===== config.mk =====
export PLATFORM = sky130hd
export DESIGN_NAME = seq_ripple_adder_flat
export DESIGN_NICKNAME = d
export VERILOG_FILES = /design/src/rtl/seq_ripple_adder_if.sv /design/src/rtl/seq_ripple_adder.sv /design/src/flat_wrapper.sv
export SDC_FILE = /design/constraint.sdc
export NUM_CORES = 1
export LEC_CHECK = 0
export CELL_PAD_IN_SITES_DETAIL_PLACEMENT = 1
export CELL_PAD_IN_SITES_GLOBAL_PLACEMENT = 2
export CORE_UTILIZATION = 28
export DETAILED_ROUTE_END_ITERATION = 16
export GPL_TIMING_DRIVEN = 0
export PLACE_DENSITY_LB_ADDON = 0.1
export SLEW_MARGIN = 20
export SYNTH_ARGS = -nofsm -noshare
export SYNTH_HDL_FRONTEND = slang
export SYNTH_SLANG_ARGS = --single-unit

===== constraint.sdc =====
create_clock -name clk -period 3.3 [get_ports clk]
set_clock_uncertainty 0.1 [all_clocks]
set_input_delay 0.33 -clock clk [delete_from_list [all_inputs] [get_ports clk]]
set_output_delay 0.33 -clock clk [all_outputs]
set_load 0.01 [all_outputs]

===== src/rtl/seq_ripple_adder_if.sv =====
// Purpose: operand/result bundle for seq_ripple_adder.
// Latency: none; these are wires only.
// Backpressure: in_valid/in_ready on the operand side, out_valid/out_ready on the result side.
//
// Ports (all sized by WIDTH):
//   master drives in_valid, a, b, carry_in, sub, out_ready and observes the rest.
//   slave  drives in_ready, sum, carry_out, overflow, out_valid, busy.
interface seq_ripple_adder_if #(
    parameter int WIDTH = 16
);
    logic             in_valid;
    logic             in_ready;
    logic [WIDTH-1:0] a;
    logic [WIDTH-1:0] b;
    logic             carry_in;
    logic             sub;
    logic [WIDTH-1:0] sum;
    logic             carry_out;
    logic             overflow;
    logic             out_valid;
    logic             out_ready;
    logic             busy;

    modport master (
        output in_valid, a, b, carry_in, sub, out_ready,
        input  in_ready, sum, carry_out, overflow, out_valid, busy
    );

    modport slave (
        input  in_valid, a, b, carry_in, sub, out_ready,
        output in_ready, sum, carry_out, overflow, out_valid, busy
    );
endinterface


===== src/rtl/seq_ripple_adder.sv =====
// Purpose: multi-cycle ripple-carry adder/subtractor, SLICE bits per clock, LSB chunk first.
// Latency: operands accepted at edge E, out_valid first high after edge E+WIDTH/SLICE.
// Backpressure: result held in DONE until out_ready; in_ready low from accept until return to IDLE.
//
// Ports:
//   clk   - rising-edge clock
//   rst_n - asynchronous active-low reset
//   bus   - slave side of seq_ripple_adder_if (operands, result, handshakes, busy)
module seq_ripple_adder #(
    parameter int WIDTH = 16,
    parameter int SLICE = 4
) (
    input  logic              clk,
    input  logic              rst_n,
    seq_ripple_adder_if.slave bus
);
    localparam int NSLICE = WIDTH / SLICE;
    localparam int IDXW   = (NSLICE > 1) ? $clog2(NSLICE) : 1;
    localparam logic [IDXW-1:0] LAST_IDX = IDXW'(NSLICE - 1);

    typedef enum logic [1:0] {
        IDLE = 2'd0,
        RUN  = 2'd1,
        DONE = 2'd2
    } state_t;

    state_t           state;
    state_t           state_nxt;

    logic [WIDTH-1:0] op_a;
    logic [WIDTH-1:0] op_b;     // already inverted for subtraction
    logic             carry_q;  // carry into the slice being processed
    logic [IDXW-1:0]  idx;
    logic [WIDTH-1:0] sum_q;
    logic             carry_out_q;
    logic             overflow_q;

    logic [SLICE-1:0] a_sl;
    logic [SLICE-1:0] b_sl;
    logic [SLICE-1:0] s_sl;
    logic [SLICE:0]   c_chain;
    logic             last_slice;

    assign last_slice = (idx == LAST_IDX);

    // ---------------- FSM: state register ----------------
    always_ff @(posedge clk or negedge rst_n) begin
        if (!rst_n) begin
            state <= IDLE;
        end else begin
            state <= state_nxt;
        end
    end

    // ---------------- FSM: next state ----------------
    always_comb begin
        state_nxt = state;
        case (state)
            IDLE:    if (bus.in_valid)  state_nxt = RUN;
            RUN:     if (last_slice)    state_nxt = DONE;
            DONE:    if (bus.out_ready) state_nxt = IDLE;
            default:                    state_nxt = IDLE;
        endcase
    end

    // ---------------- FSM: outputs ----------------
    // Handshake flags decode straight from the registered state, so they are glitch-free.
    always_comb begin
        bus.in_ready  = (state == IDLE);
        bus.out_valid = (state == DONE);
        bus.busy      = (state != IDLE);
    end

    assign bus.sum       = sum_q;
    assign bus.carry_out = carry_out_q;
    assign bus.overflow  = overflow_q;

    // ---------------- datapath: select the current slice ----------------
    // Mux over constant part-selects keeps every index static.
    always_comb begin
        a_sl = '0;
        b_sl = '0;
        for (int i = 0; i < NSLICE; i++) begin
            if (idx == IDXW'(i)) begin
                a_sl = op_a[i*SLICE +: SLICE];
                b_sl = op_b[i*SLICE +: SLICE];
            end
        end
    end

    // ---------------- datapath: SLICE-stage ripple chain ----------------
    always_comb begin
        s_sl       = '0;
        c_chain    = '0;
        c_chain[0] = carry_q;
        for (int i = 0; i < SLICE; i++) begin
            s_sl[i]      = a_sl[i] ^ b_sl[i] ^ c_chain[i];
            c_chain[i+1] = (a_sl[i] & b_sl[i]) | (c_chain[i] & (a_sl[i] ^ b_sl[i]));
        end
    end

    // ---------------- datapath registers ----------------
    always_ff @(posedge clk or negedge rst_n) begin
        if (!rst_n) begin
            op_a        <= '0;
            op_b        <= '0;
            carry_q     <= 1'b0;
            idx         <= '0;
            sum_q       <= '0;
            carry_out_q <= 1'b0;
            overflow_q  <= 1'b0;
        end else begin
            case (state)
                IDLE: begin
                    if (bus.in_valid) begin
                        op_a    <= bus.a;
                        // a - b = a + ~b + 1; carry_in is ignored in subtract mode.
                        op_b    <= bus.sub ? ~bus.b : bus.b;
                        carry_q <= bus.sub | bus.carry_in;
                        sum_q   <= '0;
                        idx     <= '0;
                    end
                end
                RUN: begin
                    for (int i = 0; i < NSLICE; i++) begin
                        if (idx == IDXW'(i)) begin
                            sum_q[i*SLICE +: SLICE] <= s_sl;
                        end
                    end
                    carry_q <= c_chain[SLICE];
                    idx     <= idx + IDXW'(1);
                    if (last_slice) begin
                        idx         <= '0;
                        carry_out_q <= c_chain[SLICE];
                        // On the top slice, c_chain[SLICE-1] is the carry into bit WIDTH-1.
                        overflow_q  <= c_chain[SLICE] ^ c_chain[SLICE-1];
                    end
                end
                default: begin
                end
            endcase
        end
    end
endmodule


===== src/flat_wrapper.sv =====
// flat-port wrapper written by rule: the top's interface ports become plain ports
module seq_ripple_adder_flat 
#(
    parameter int WIDTH = 16,
    parameter int SLICE = 4
)
  (clk, rst_n, bus_in_valid, bus_a, bus_b, bus_carry_in, bus_sub, bus_out_ready, bus_in_ready, bus_sum, bus_carry_out, bus_overflow, bus_out_valid, bus_busy);
  seq_ripple_adder_if #(.WIDTH(WIDTH)) bus_i ();
  input  logic clk;
  input  logic rst_n;
  input wire logic [$bits(bus_i.in_valid)-1:0] bus_in_valid;
  input wire logic [$bits(bus_i.a)-1:0] bus_a;
  input wire logic [$bits(bus_i.b)-1:0] bus_b;
  input wire logic [$bits(bus_i.carry_in)-1:0] bus_carry_in;
  input wire logic [$bits(bus_i.sub)-1:0] bus_sub;
  input wire logic [$bits(bus_i.out_ready)-1:0] bus_out_ready;
  output wire logic [$bits(bus_i.in_ready)-1:0] bus_in_ready;
  output wire logic [$bits(bus_i.sum)-1:0] bus_sum;
  output wire logic [$bits(bus_i.carry_out)-1:0] bus_carry_out;
  output wire logic [$bits(bus_i.overflow)-1:0] bus_overflow;
  output wire logic [$bits(bus_i.out_valid)-1:0] bus_out_valid;
  output wire logic [$bits(bus_i.busy)-1:0] bus_busy;
  assign bus_i.in_valid = bus_in_valid;
  assign bus_i.a = bus_a;
  assign bus_i.b = bus_b;
  assign bus_i.carry_in = bus_carry_in;
  assign bus_i.sub = bus_sub;
  assign bus_i.out_ready = bus_out_ready;
  assign bus_in_ready = bus_i.in_ready;
  assign bus_sum = bus_i.sum;
  assign bus_carry_out = bus_i.carry_out;
  assign bus_overflow = bus_i.overflow;
  assign bus_out_valid = bus_i.out_valid;
  assign bus_busy = bus_i.busy;
  seq_ripple_adder #(.WIDTH(WIDTH), .SLICE(SLICE)) u_core (.clk(clk), .rst_n(rst_n), .bus(bus_i));
endmodule

Yosys cells after proc, flatten, opt, wreduce, memory -nomap -nowiden:

Index checks and enable logic that the tools add are counted.

* bits in registers: 55
* output and inout port bits: 21
* word-level logic and storage cells: 82
* bits of input ports: 38

* muxes and demuxes: 24
* reductions and logical operators: 12
* eq/ne operators: 11
* $add $sub $neg: 1
* bitwise operators: 23

Operators by type and width (count)
* 2-to-1 mux 4 bit: 12
* 2-to-1 mux 16 bit: 2
* one-hot mux 16 bit (2 select lines): 1
* NOT 16 bit: 1
* AND reduction 3 bit: 5
* 2-to-1 mux 2 bit: 5
* XOR 1 bit: 9
* AND 1 bit: 8
* != test 2 x 1 -> 1 bit, second input constant: 4
* equality test 2 bit, second input constant: 3
* one-hot mux 2 bit (3 select lines): 1
* AND reduction 2 bit: 3
* bitwise OR 1 bit: 5
* equality test 2 x 1 -> 1 bit, second input constant: 2
* logical NOT 2 bit: 2
* != test 2 bit, second input constant: 2
* one-hot mux 2 bit (2 select lines): 1
* nonzero test 2 bit: 2
* adder 2 x 1 -> 2 bit, second input constant: 1
* one-hot mux 1 bit (2 select lines): 1
* 2-to-1 mux 1 bit: 1

Logic depth before layout (Yosys ltp):

Gate-level depths: netlist of the first run.

* depth after elaboration: 15
* depth in mapped cells: 14
* mapped depth without buffers: 13

Least setup slack after synthesis of the first run:

Ideal clock, no wire load.

* path type: reg-to-reg
* from: reg u_core.idx[0]
* to: reg u_core.sum_q[11], in the netlist u_core.bus.sum[11]
* cell stages (with the launch flop): 14
* data required time: 3.078 ns
* slack: 0.028 ns
* setup time: 0.122 ns
* period minus slack after synthesis: 3.272 ns
* buffers on the path: 1
* data arrival time: 3.050 ns
* cells stage by stage: dfrtp_1 -> inv_1 -> ha_1 -> clkbuf_1 -> a21oi_1 -> o21ai_0 -> a22o_1 -> fa_1 -> inv_1 -> fa_1 -> inv_1 -> fa_1 -> fa_1 -> a32o_1

* word-level cells in the longest chain between the ends: 15
* elaborated cells between the ends (all ways): 30
* those cells by class: 4 x eq/ne; 10 x mux; 14 x bitwise; 2 x reduce/logical

RTL lines
* start, declared: RTL line seq_ripple_adder.sv:33 `logic [IDXW-1:0] idx;`
* start signal, assigned: RTL line seq_ripple_adder.sv:131 `idx <= idx + IDXW'(1);`
* logical NOT 2 bit: RTL line seq_ripple_adder.sv:84 `if (idx == IDXW'(i)) begin`
* 2-to-1 mux 4 bit (4 in a row): RTL line seq_ripple_adder.sv:84
* XOR 1 bit: RTL line seq_ripple_adder.sv:98 `c_chain[i+1] = (a_sl[i] & b_sl[i]) | (c_chain[i] & (a_sl[i] ^ b_sl[i]));`
* AND 1 bit: RTL line seq_ripple_adder.sv:98
* bitwise OR 1 bit: RTL line seq_ripple_adder.sv:98
* AND 1 bit: RTL line seq_ripple_adder.sv:98
* bitwise OR 1 bit: RTL line seq_ripple_adder.sv:98
* AND 1 bit: RTL line seq_ripple_adder.sv:98
* bitwise OR 1 bit: RTL line seq_ripple_adder.sv:98
* XOR 1 bit: RTL line seq_ripple_adder.sv:97 `s_sl[i] = a_sl[i] ^ b_sl[i] ^ c_chain[i];`
* 2-to-1 mux 4 bit: RTL line seq_ripple_adder.sv:126 `if (idx == IDXW'(i)) begin`
* one-hot mux 16 bit (2 select lines): RTL line seq_ripple_adder.sv:113 `case (state)`
* end signal, assigned by index: RTL line seq_ripple_adder.sv:127 `sum_q[i*SLICE +: SLICE] <= s_sl;`
* end, declared: RTL line seq_ripple_adder.sv:34 `logic [WIDTH-1:0] sum_q;`

Several ways; a longest one is shown, not always the timed one. The select of a mux whose other input is x is not followed.
A chain may end at the register's enable or synchronous reset.

Worst setup path in the final report of the first run:

* from: reg u_core.idx[0]
* to: reg u_core.sum_q[15], in the netlist u_core.bus.sum[15]

Same word-level chain as after synthesis.

==> impl_results.rst, run 1 <==
.. list-table::
   :header-rows: 1

   * - Metric
     - Value
   * - Run status
     - complete, no violations
   * - Min Tclk post-route
     - 3163 ps
   * - Overall die width
     - 99.08 um
   * - Number of vias per cell after detailed routing
     - 4.788
   * - Layout cells sized above 1
     - 0.1445
   * - Max VDD drop
     - 0.3432 mV
   * - Kind of start point of the critical path
     - flip-flop
   * - Starting density of the core
     - 0.2869
   * - Number of DRC violations after detailed routing
     - 0
   * - Area of the placeable core
     - 9196 sq um
   * - Port Buffers
     - 57
   * - Count of boundary I/O pins
     - 59
   * - Flops & latches, synth
     - 55
   * - Wire length of the first global-routing pass
     - 12380 um
   * - Critical R2R Capture
     - u_core.bus.sum[15]$_DFFE_PN0P_
   * - Hold Crit Class
     - in -> reg
   * - Crit. End Element
     - flip-flop
   * - Clock tree root buffer cell
     - clkbuf_8
   * - Max H-tree Level
     - 2
   * - Critical path's top delay family
     - adder cells
   * - Power density of the placed cells
     - 1024 nW/um^2
   * - Hold Vio Cnt, Final
     - 0
   * - Total wire length
     - 7388 um
   * - Post-Syn Area
     - 2639 sq um
   * - Number of clock buffers inserted by TritonCTS
     - 5
   * - GR Overflow Total
     - 0
   * - Post-synth net total
     - 317
   * - WL/cell
     - 16.17 um
   * - Critical-path cell list
     - inv_4, ha_4, clkbuf_8, a21oi_1, o21ai_1, a22o_1, fa_2, inv_2, fa_1, inv_1, fa_2, fa_2, a32o_1
   * - Number of rows in the core area
     - 35
   * - R2R Path Start
     - u_core.idx[0]$_DFFE_PN0P_
   * - Max-Cap Viols
     - 0
   * - Count of buffer and inverter cells on the critical path
     - 4
   * - Number of sinks on the clock net
     - 55
   * - Final nets
     - 391
   * - Layout filler cell count
     - 1046
   * - Largest net degree at the start of global routing
     - 30
   * - Post-route fraction of the period consumed by the critical path
     - 0.9585
   * - Clk Latency, worst-skew pair
     - 310 ps
   * - Share of synthesized area occupied by flip-flops and latches
     - 0.5216
   * - Capturing instance or port of the critical path
     - u_core.bus.sum[15]$_DFFE_PN0P_
   * - Overall power after layout
     - 3.733 mW
   * - Register-to-register setup slack
     - 140 ps
   * - CTS clock-pin slew for the worst setup and hold paths
     - 100 ps
   * - Via Count
     - 2188
   * - Number of global-route vias before repair
     - 2306
   * - Most Frequent Cell on Critical Path
     - fa_2
   * - Warnings from Yosys
     - 0
   * - Routability-driven placement congestion ratio
     - 0.7275
   * - Sequential cell area
     - 1379 sq um
   * - Static leakage power
     - 1.597 nW
   * - RSZ-0062 raised after global routing
     - no
   * - Syn avg cell area
     - 9.737 sq um
   * - Number of antenna violations at the first check in global routing
     - 0
   * - Count of TritonRoute iterations in the first routing pass
     - 4
   * - Setup Viol. Count Final
     - 0
   * - Required time at the worst-slack endpoint
     - 3400 ps
   * - Signed area change from the synthesized netlist to the final layout
     - 38.07%
   * - Initial drt markers
     - 54
   * - Die Area
     - 9817 sq um
   * - Cell Area, Placed
     - 3366 sq um
   * - Max-slew violation count
     - 0
   * - Vertical extent of the die
     - 99.08 um
   * - Number of buffers on the longest clock path
     - 2
   * - Area of combinational cells with multiple inputs
     - 1174 sq um
   * - Global routing usage summed across all routing layers
     - 0.1659
   * - Worst r2r path cells
     - 13
   * - Total number of cells along the worst setup path
     - 13
   * - Number of cells produced by synthesis
     - 271
   * - Critical-path top delay cell
     - fa_2
   * - Worst slew margin relative to its limit
     - 0.6374
   * - CP Class
     - reg -> reg
   * - Longest individual stage delay on the worst path
     - 470 ps
   * - Largest fanout of any net on the critical path
     - 5
   * - Transition time at the pin with the least slew margin
     - 543.8 ps
   * - Worst hold stages
     - 3
   * - Launch point of the critical path
     - u_core.idx[0]$_DFFE_PN0P_
   * - Ant diodes
     - 0
   * - DRT antenna net count
     - 0
   * - TritonCTS clock tree
     - built
   * - Data arrival time of the critical path
     - 3270 ps
   * - Distinct cells, synth
     - 26
   * - Highest clock rate
     - 316.1 MHz
   * - HPWL Detailed
     - 5326 um
   * - Total non-filler cell area in the finished layout
     - 3643 sq um
==> power by group <==
part / switching, mW / internal, mW
combinational: 1.16 / 1.01
clock: 0.223 / 0.192
sequential: 0.177 / 0.977
==> per-layer routing <==
metal / track usage / up-vias / part of all wire
met1: 0.2240 / 1070 / 0.48
met2: 0.2700 / 51 / 0.46
met3: 0.03688 / 9 / 0.045
li1: - / 1058 / -
met5: 0 / - / 0
met4: 0.04299 / 0 / 0.013
==> placed cells by master, fill, tap and decap left out, types with 2 or more instances in the layout <==
cell type	n
buf_2	7
ha_4	3
clkbuf_1	3
clkdlybuf4s50_1	56
a22o_1	6
o21ai_1	2
o31ai_1	2
buf_4	11
nand2b_1	2
clkbuf_8	11
xnor2_1	13
xor2_1	4
dfrtp_2	2
inv_2	2
a22oi_1	2
o21ai_0	30
dfrtp_1	53
a32o_1	12
nand2_1	70
a21oi_1	19
nand3_1	3
clkbuf_4	2
o2bb2ai_1	4
inv_1	11
fa_2	3
==> final cells by class <==
| type | instances | share of cell area |
|---|---|---|
| Sequential cell | 55 | 0.3784 |
| Clock buffer | 8 | 0.02747 |
| Buffer | 17 | 0.03606 |
| Multi-Input combinational cell | 184 | 0.3221 |
| Inverter | 14 | 0.01511 |
| Tap cell | 111 | 0.03812 |
| Timing Repair Buffer | 68 | 0.1827 |
==> sequential cells by signal, summed over array words and instances (netlist names) <==
register              count
u_core.idx                2
u_core.op_a              16
u_core.carry_q            1
u_core.op_b              16
u_core.state              2
u_core.bus.overflow       1
u_core.bus.sum           16
u_core.bus.carry_out      1
==> synth_stat cells <==
cell type,number,area [sq um]
a21oi_1,20,100.1
a22o_1,6,52.55
a22oi_1,2,15.01
a32o_1,12,120.1
buf_2,7,35.03
buf_4,1,7.510
buf_6,1,11.26
clkbuf_1,9,33.78
dfrtp_1,55,1376
fa_1,4,80.08
ha_1,4,50.05
inv_1,14,52.55
mux2_2,1,11.26
nand2_1,70,262.8
nand2b_1,2,12.51
nand3_1,3,15.01
nand3b_1,1,7.510
nor2b_2,1,8.760
nor3b_2,1,12.51
o21ai_0,32,160.2
o2bb2ai_1,4,35.03
o31ai_1,2,15.01
or2_2,1,6.260
or3b_1,1,8.760
xnor2_1,13,113.9
xor2_1,4,35.03
==> what timing repair did <==
| action | CTS | global route |
|---|---|---|
| hold endpoints to repair | 26 | 0 |
| pin swaps | 5 | 4 |
| hold buffers | 1 | 0 |
| resized for setup | 32 | 3 |
| endpoints found under the setup margin | 11 | 6 |
| buffers inserted | 9 | 0 |
| gates cloned | 0 | 0 |
==> how the worst min path moves through the flow <==
stage | start | to
2_1_floorplan | rst_n | u_core.bus.carry_out$_DFFE_PN0P_
3_3_place_gp | u_core.op_a[1]$_DFFE_PN0P_ | u_core.op_a[1]$_DFFE_PN0P_
3_5_place_dp | rst_n | u_core.op_a[2]$_DFFE_PN0P_
4_1_cts | bus_sub | u_core.op_b[14]$_DFFE_PN0P_
5_1_grt | rst_n | u_core.op_a[2]$_DFFE_PN0P_
6_report | bus_sub | u_core.op_b[12]$_DFFE_PN0P_
==> through the flow <==
| step | worst slack (ps) | setup TNS (ps) | hold WS [ps] | instances | util |
|---|---|---|---|---|---|
| after CTS | 29.76 | 0 | 353.7 | 457 | 0.3958 |
| after floorplan | 28.26 | 0 | -65.59 | 271 | - |
| after detailed placement | -456.4 | -3301 | 171.6 | 440 | 0.3660 |
| after global routing | 9.136 | 0 | 388.8 | 457 | 0.3962 |
| final | 136.9 | 0 | 355.8 | 457 | 0.3962 |
| after global placement | -452.1 | -8085 | 360.5 | 439 | 0.3641 |
==> worst reg2reg max path, stage by stage, from the launching register on <==
cell,delay (ps)
dfrtp_2,450
inv_4,70
ha_4,170
clkbuf_8,160
a21oi_1,110
o21ai_1,80
a22o_1,230
fa_2,360
inv_2,60
fa_1,150
inv_1,50
fa_2,350
fa_2,470
a32o_1,260
==> cells by family (layout without fill, tap and decap cells) <==
| family | after synthesis | count (layout) | share of synthesized area |
|---|---|---|---|
| buffers and inverters | 32 | 107 | 0.05310 |
| flip-flops | 55 | 55 | 0.5216 |
| adder cells (fa/ha/maj) | 8 | 8 | 0.04931 |
| AO/OA/AOI/OAI | 78 | 78 | 0.1887 |
| XOR/XNOR | 17 | 17 | 0.05642 |
| AND/OR/NAND/NOR | 80 | 80 | 0.1266 |
| multiplexers | 1 | 1 | 0.004267 |
Power figures use the tool's default switching activity.
==> run 2, diff against run 1 <==
--- a/config.mk
+++ b/config.mk
@@ -11,6 +11,7 @@
 export DETAILED_ROUTE_END_ITERATION = 16
 export GPL_TIMING_DRIVEN = 0
 export PLACE_DENSITY_LB_ADDON = 0.1
+export SETUP_SLACK_MARGIN = 0.1
 export SLEW_MARGIN = 20
 export SYNTH_ARGS = -nofsm -noshare
 export SYNTH_HDL_FRONTEND = slang
==> run 2 against run 1 <==
Net effect:
- critical path depth did not move
- sequential share of layout area fell by 0.13 points
- die area did not move
- sequential power barely moved
- critical path type unchanged
- global-route usage barely moved
- non-clock buffer count did not move
- worst setup slack got worse by 91 ps
==> impl_results.rst, run 2 (synthesis results as in run 1) <==
.. list-table::
   :header-rows: 1

   * - Metric
     - Value
   * - Number of buffers on the longest clock path
     - 2 (unchanged)
   * - Worst slack, placed
     - -383.1 ps (+73.36 ps)
   * - Number of rows in the core area
     - 35 (unchanged)
   * - Overall die width
     - 99.08 um (unchanged)
   * - Worst Hold Path EP
     - u_core.op_b[12]$_DFFE_PN0P_
   * - Min Tclk post-route
     - 3254 ps (+91.37 ps)
   * - Longest individual stage delay on the worst path
     - 510 ps (+40 ps)
   * - Signed area change from the synthesized netlist to the final layout
     - 38.55%
   * - Origin of the worst min-delay path
     - bus_sub
   * - Max VDD drop
     - 0.3836 mV (+12%)
   * - Port Buffers
     - 57 (unchanged)
   * - Total wire length
     - 7488 um (+1.4%)
   * - Crit. End Element
     - flip-flop
   * - Layout cells sized above 1
     - 0.1532 (+0.008671)
   * - Routability-driven placement congestion ratio
     - 0.7330 (+0.76%)
   * - Largest net degree at the start of global routing
     - 31 (+3.3%)
   * - Min setup slack post-route
     - 45.55 ps (-91.37 ps)
   * - Wire length of the first global-routing pass
     - 12390 um (about the same)
   * - TritonCTS clock tree
     - built
   * - Fin Setup TNS
     - 0 ps (unchanged)
   * - Initial drt markers
     - 50 (-7.4%)
   * - CTS clock-pin slew for the worst setup and hold paths
     - 100 ps (about the same)
   * - Worst hold-check slack
     - 343.7 ps (-12.16 ps)
   * - Number of clock buffers inserted by TritonCTS
     - 5 (unchanged)
   * - Most Frequent Cell on Critical Path
     - fa_2
   * - Critical-path cell list
     - inv_4, ha_4, clkbuf_16, a21oi_2, o21ai_1, a22o_1, fa_2, inv_2, fa_2, inv_2, fa_2, fa_2, a32o_1
   * - RSZ-0062 raised after global routing
     - yes
   * - Register-to-register setup slack
     - 50 ps (-90 ps)
   * - Count of boundary I/O pins
     - 59 (unchanged)
   * - R2R Path Start
     - u_core.idx[1]$_DFFE_PN0P_
   * - Kind of start point of the critical path
     - flip-flop
   * - Die Area
     - 9817 sq um (unchanged)
   * - Via Count
     - 2154 (-1.6%)
   * - Clock tree root buffer cell
     - clkbuf_8
   * - Worst r2r path cells
     - 13 (unchanged)
   * - Hold Vio Cnt, Final
     - 0 (unchanged)
   * - Global routing usage summed across all routing layers
     - 0.1658 (about the same)
   * - Highest-count cells in the layout ignoring fill and taps
     - 70 x nand2_1, 56 x clkdlybuf4s50_1, 53 x dfrtp_1
   * - Area of the placeable core
     - 9196 sq um (unchanged)
   * - Required time at the worst-slack endpoint
     - 3410 ps (about the same)
   * - Run status
     - complete, no violations
   * - Max H-tree Level
     - 2 (unchanged)
   * - Max-slew violation count
     - 0 (unchanged)
   * - Largest fanout of any net on the critical path
     - 7 (+2)
   * - Static leakage power
     - 1.596 nW (about the same)
   * - CP Class
     - reg -> reg
   * - Data arrival time of the critical path
     - 3360 ps (+90 ps)
   * - Hold Crit Class
     - in -> reg
   * - Post-route fraction of the period consumed by the critical path
     - 0.9862 (+0.02769)
   * - DRT antenna net count
     - 0 (unchanged)
   * - Count of TritonRoute iterations in the first routing pass
     - 4 (unchanged)
   * - Ant diodes
     - 0 (unchanged)
   * - Worst hold stages
     - 3 (unchanged)
   * - Critical-path top delay cell
     - fa_2
   * - Number of DRC violations after detailed routing
     - 0 (unchanged)
   * - Starting density of the core
     - 0.2869 (unchanged)
   * - Transition time at the pin with the least slew margin
     - 528.6 ps (-15.22 ps)
   * - Setup Viol. Count Final
     - 0 (unchanged)
   * - Critical R2R Capture
     - u_core.bus.sum[15]$_DFFE_PN0P_
   * - Power density of the placed cells
     - 1031 nW/um^2 (+0.63%)
   * - Worst slew margin relative to its limit
     - 0.6476 (+0.01015)
   * - Number of antenna violations at the first check in global routing
     - 0 (unchanged)
   * - Final nets
     - 391 (unchanged)
   * - Number of global-route vias before repair
     - 2265 (-1.8%)
   * - GR Overflow Total
     - 0 (unchanged)
   * - WL/cell
     - 16.39 um (+1.4%)
   * - Vertical extent of the die
     - 99.08 um (unchanged)
   * - Clk Latency, worst-skew pair
     - 310 ps (about the same)
   * - Number of sinks on the clock net
     - 55 (unchanged)
   * - Max-Cap Viols
     - 0 (unchanged)
   * - Highest clock rate
     - 307.3 MHz (-2.8%)
   * - HPWL Detailed
     - 5277 um (-0.92%)
   * - Number of vias per cell after detailed routing
     - 4.713 (-1.6%)
   * - Most common library cell in the layout ignoring fill and taps
     - nand2_1
==> run 2: final cells by class <==
| type | count | area, sq um |
|---|---|---|
| plain buffers | 18 | 153.9 |
| clock buffers | 6 | 72.57 |
| clock inverters | 2 | 12.51 |
| fillers | 1043 | 5540 |
| inverters | 14 | 57.56 |
| multi-input cells | 184 | 1184 |
| flip-flops and latches | 55 | 1379 |
| well taps | 111 | 138.9 |
| repair buffers | 67 | 658.1 |
==> run 2: worst max-delay path by stage <==
stage | end | cells past startpoint | slack, ps | startpoint
2_1_floorplan | u_core.bus.sum[11]$_DFFE_PN0P_ | 13 | 110 | u_core.idx[0]$_DFFE_PN0P_
6_report | u_core.bus.sum[15]$_DFFE_PN0P_ | 13 | 50 | u_core.idx[1]$_DFFE_PN0P_
4_1_cts | u_core.bus.sum[15]$_DFFE_PN0P_ | 13 | 30 | u_core.idx[1]$_DFFE_PN0P_
3_5_place_dp | u_core.bus.sum[7]$_DFFE_PN0P_ | 11 | -380 | u_core.idx[0]$_DFFE_PN0P_
3_3_place_gp | u_core.bus.sum[7]$_DFFE_PN0P_ | 11 | -350 | u_core.idx[0]$_DFFE_PN0P_
5_1_grt | u_core.bus.sum[15]$_DFFE_PN0P_ | 13 | -50 | u_core.idx[1]$_DFFE_PN0P_
==> run 2: worst max-delay path, delay by kind of cell (launching register included) <==
| family | cells | cell delay, ps |
|---|---|---|
| buf+inv | 4 | 330 |
| compound gates | 4 | 680 |
| flops | 1 | 450 |
| fa+ha+maj | 5 | 1590 |
==> run 2: where the power goes <==
group	internal (mW)	leakage [nW]	total [mW]	switching [mW]
logic	1.04	0.861	2.23	1.19
clock network	0.149	0.0412	0.383	0.234
registers	0.977	0.695	1.16	0.181
==> run 2: stage by stage <==
stage	cells	util	total power [mW]	cell area (sq um)
2_1_floorplan	271	-	2.374	2656
3_3_place_gp	439	0.3660	3.127	3366
3_5_place_dp	440	0.3679	3.163	3383
4_1_cts	456	0.3950	3.772	3632
5_1_grt	457	0.3976	4.076	3656
6_report	457	0.3976	3.769	3656
==> run 2: repair_timing <==
item,4_1_cts,5_1_grt
endpoints found under the hold margin,25,0
resized for setup,29,7
pin swaps,9,7
gates cloned,0,0
buffers inserted,7,1
endpoints found under the setup margin,11,7
hold buffers,1,0
==> run 2: metal layers <==
layer	share of wire	GRT usage	routed length (um)	vias up
li1	-	-	-	1059
met1	0.49	0.2319	3667	1044
met2	0.47	0.2711	3510	43
met3	0.031	0.02624	233	8
met4	0.010	0.03733	77	0
met5	0	0	0	-
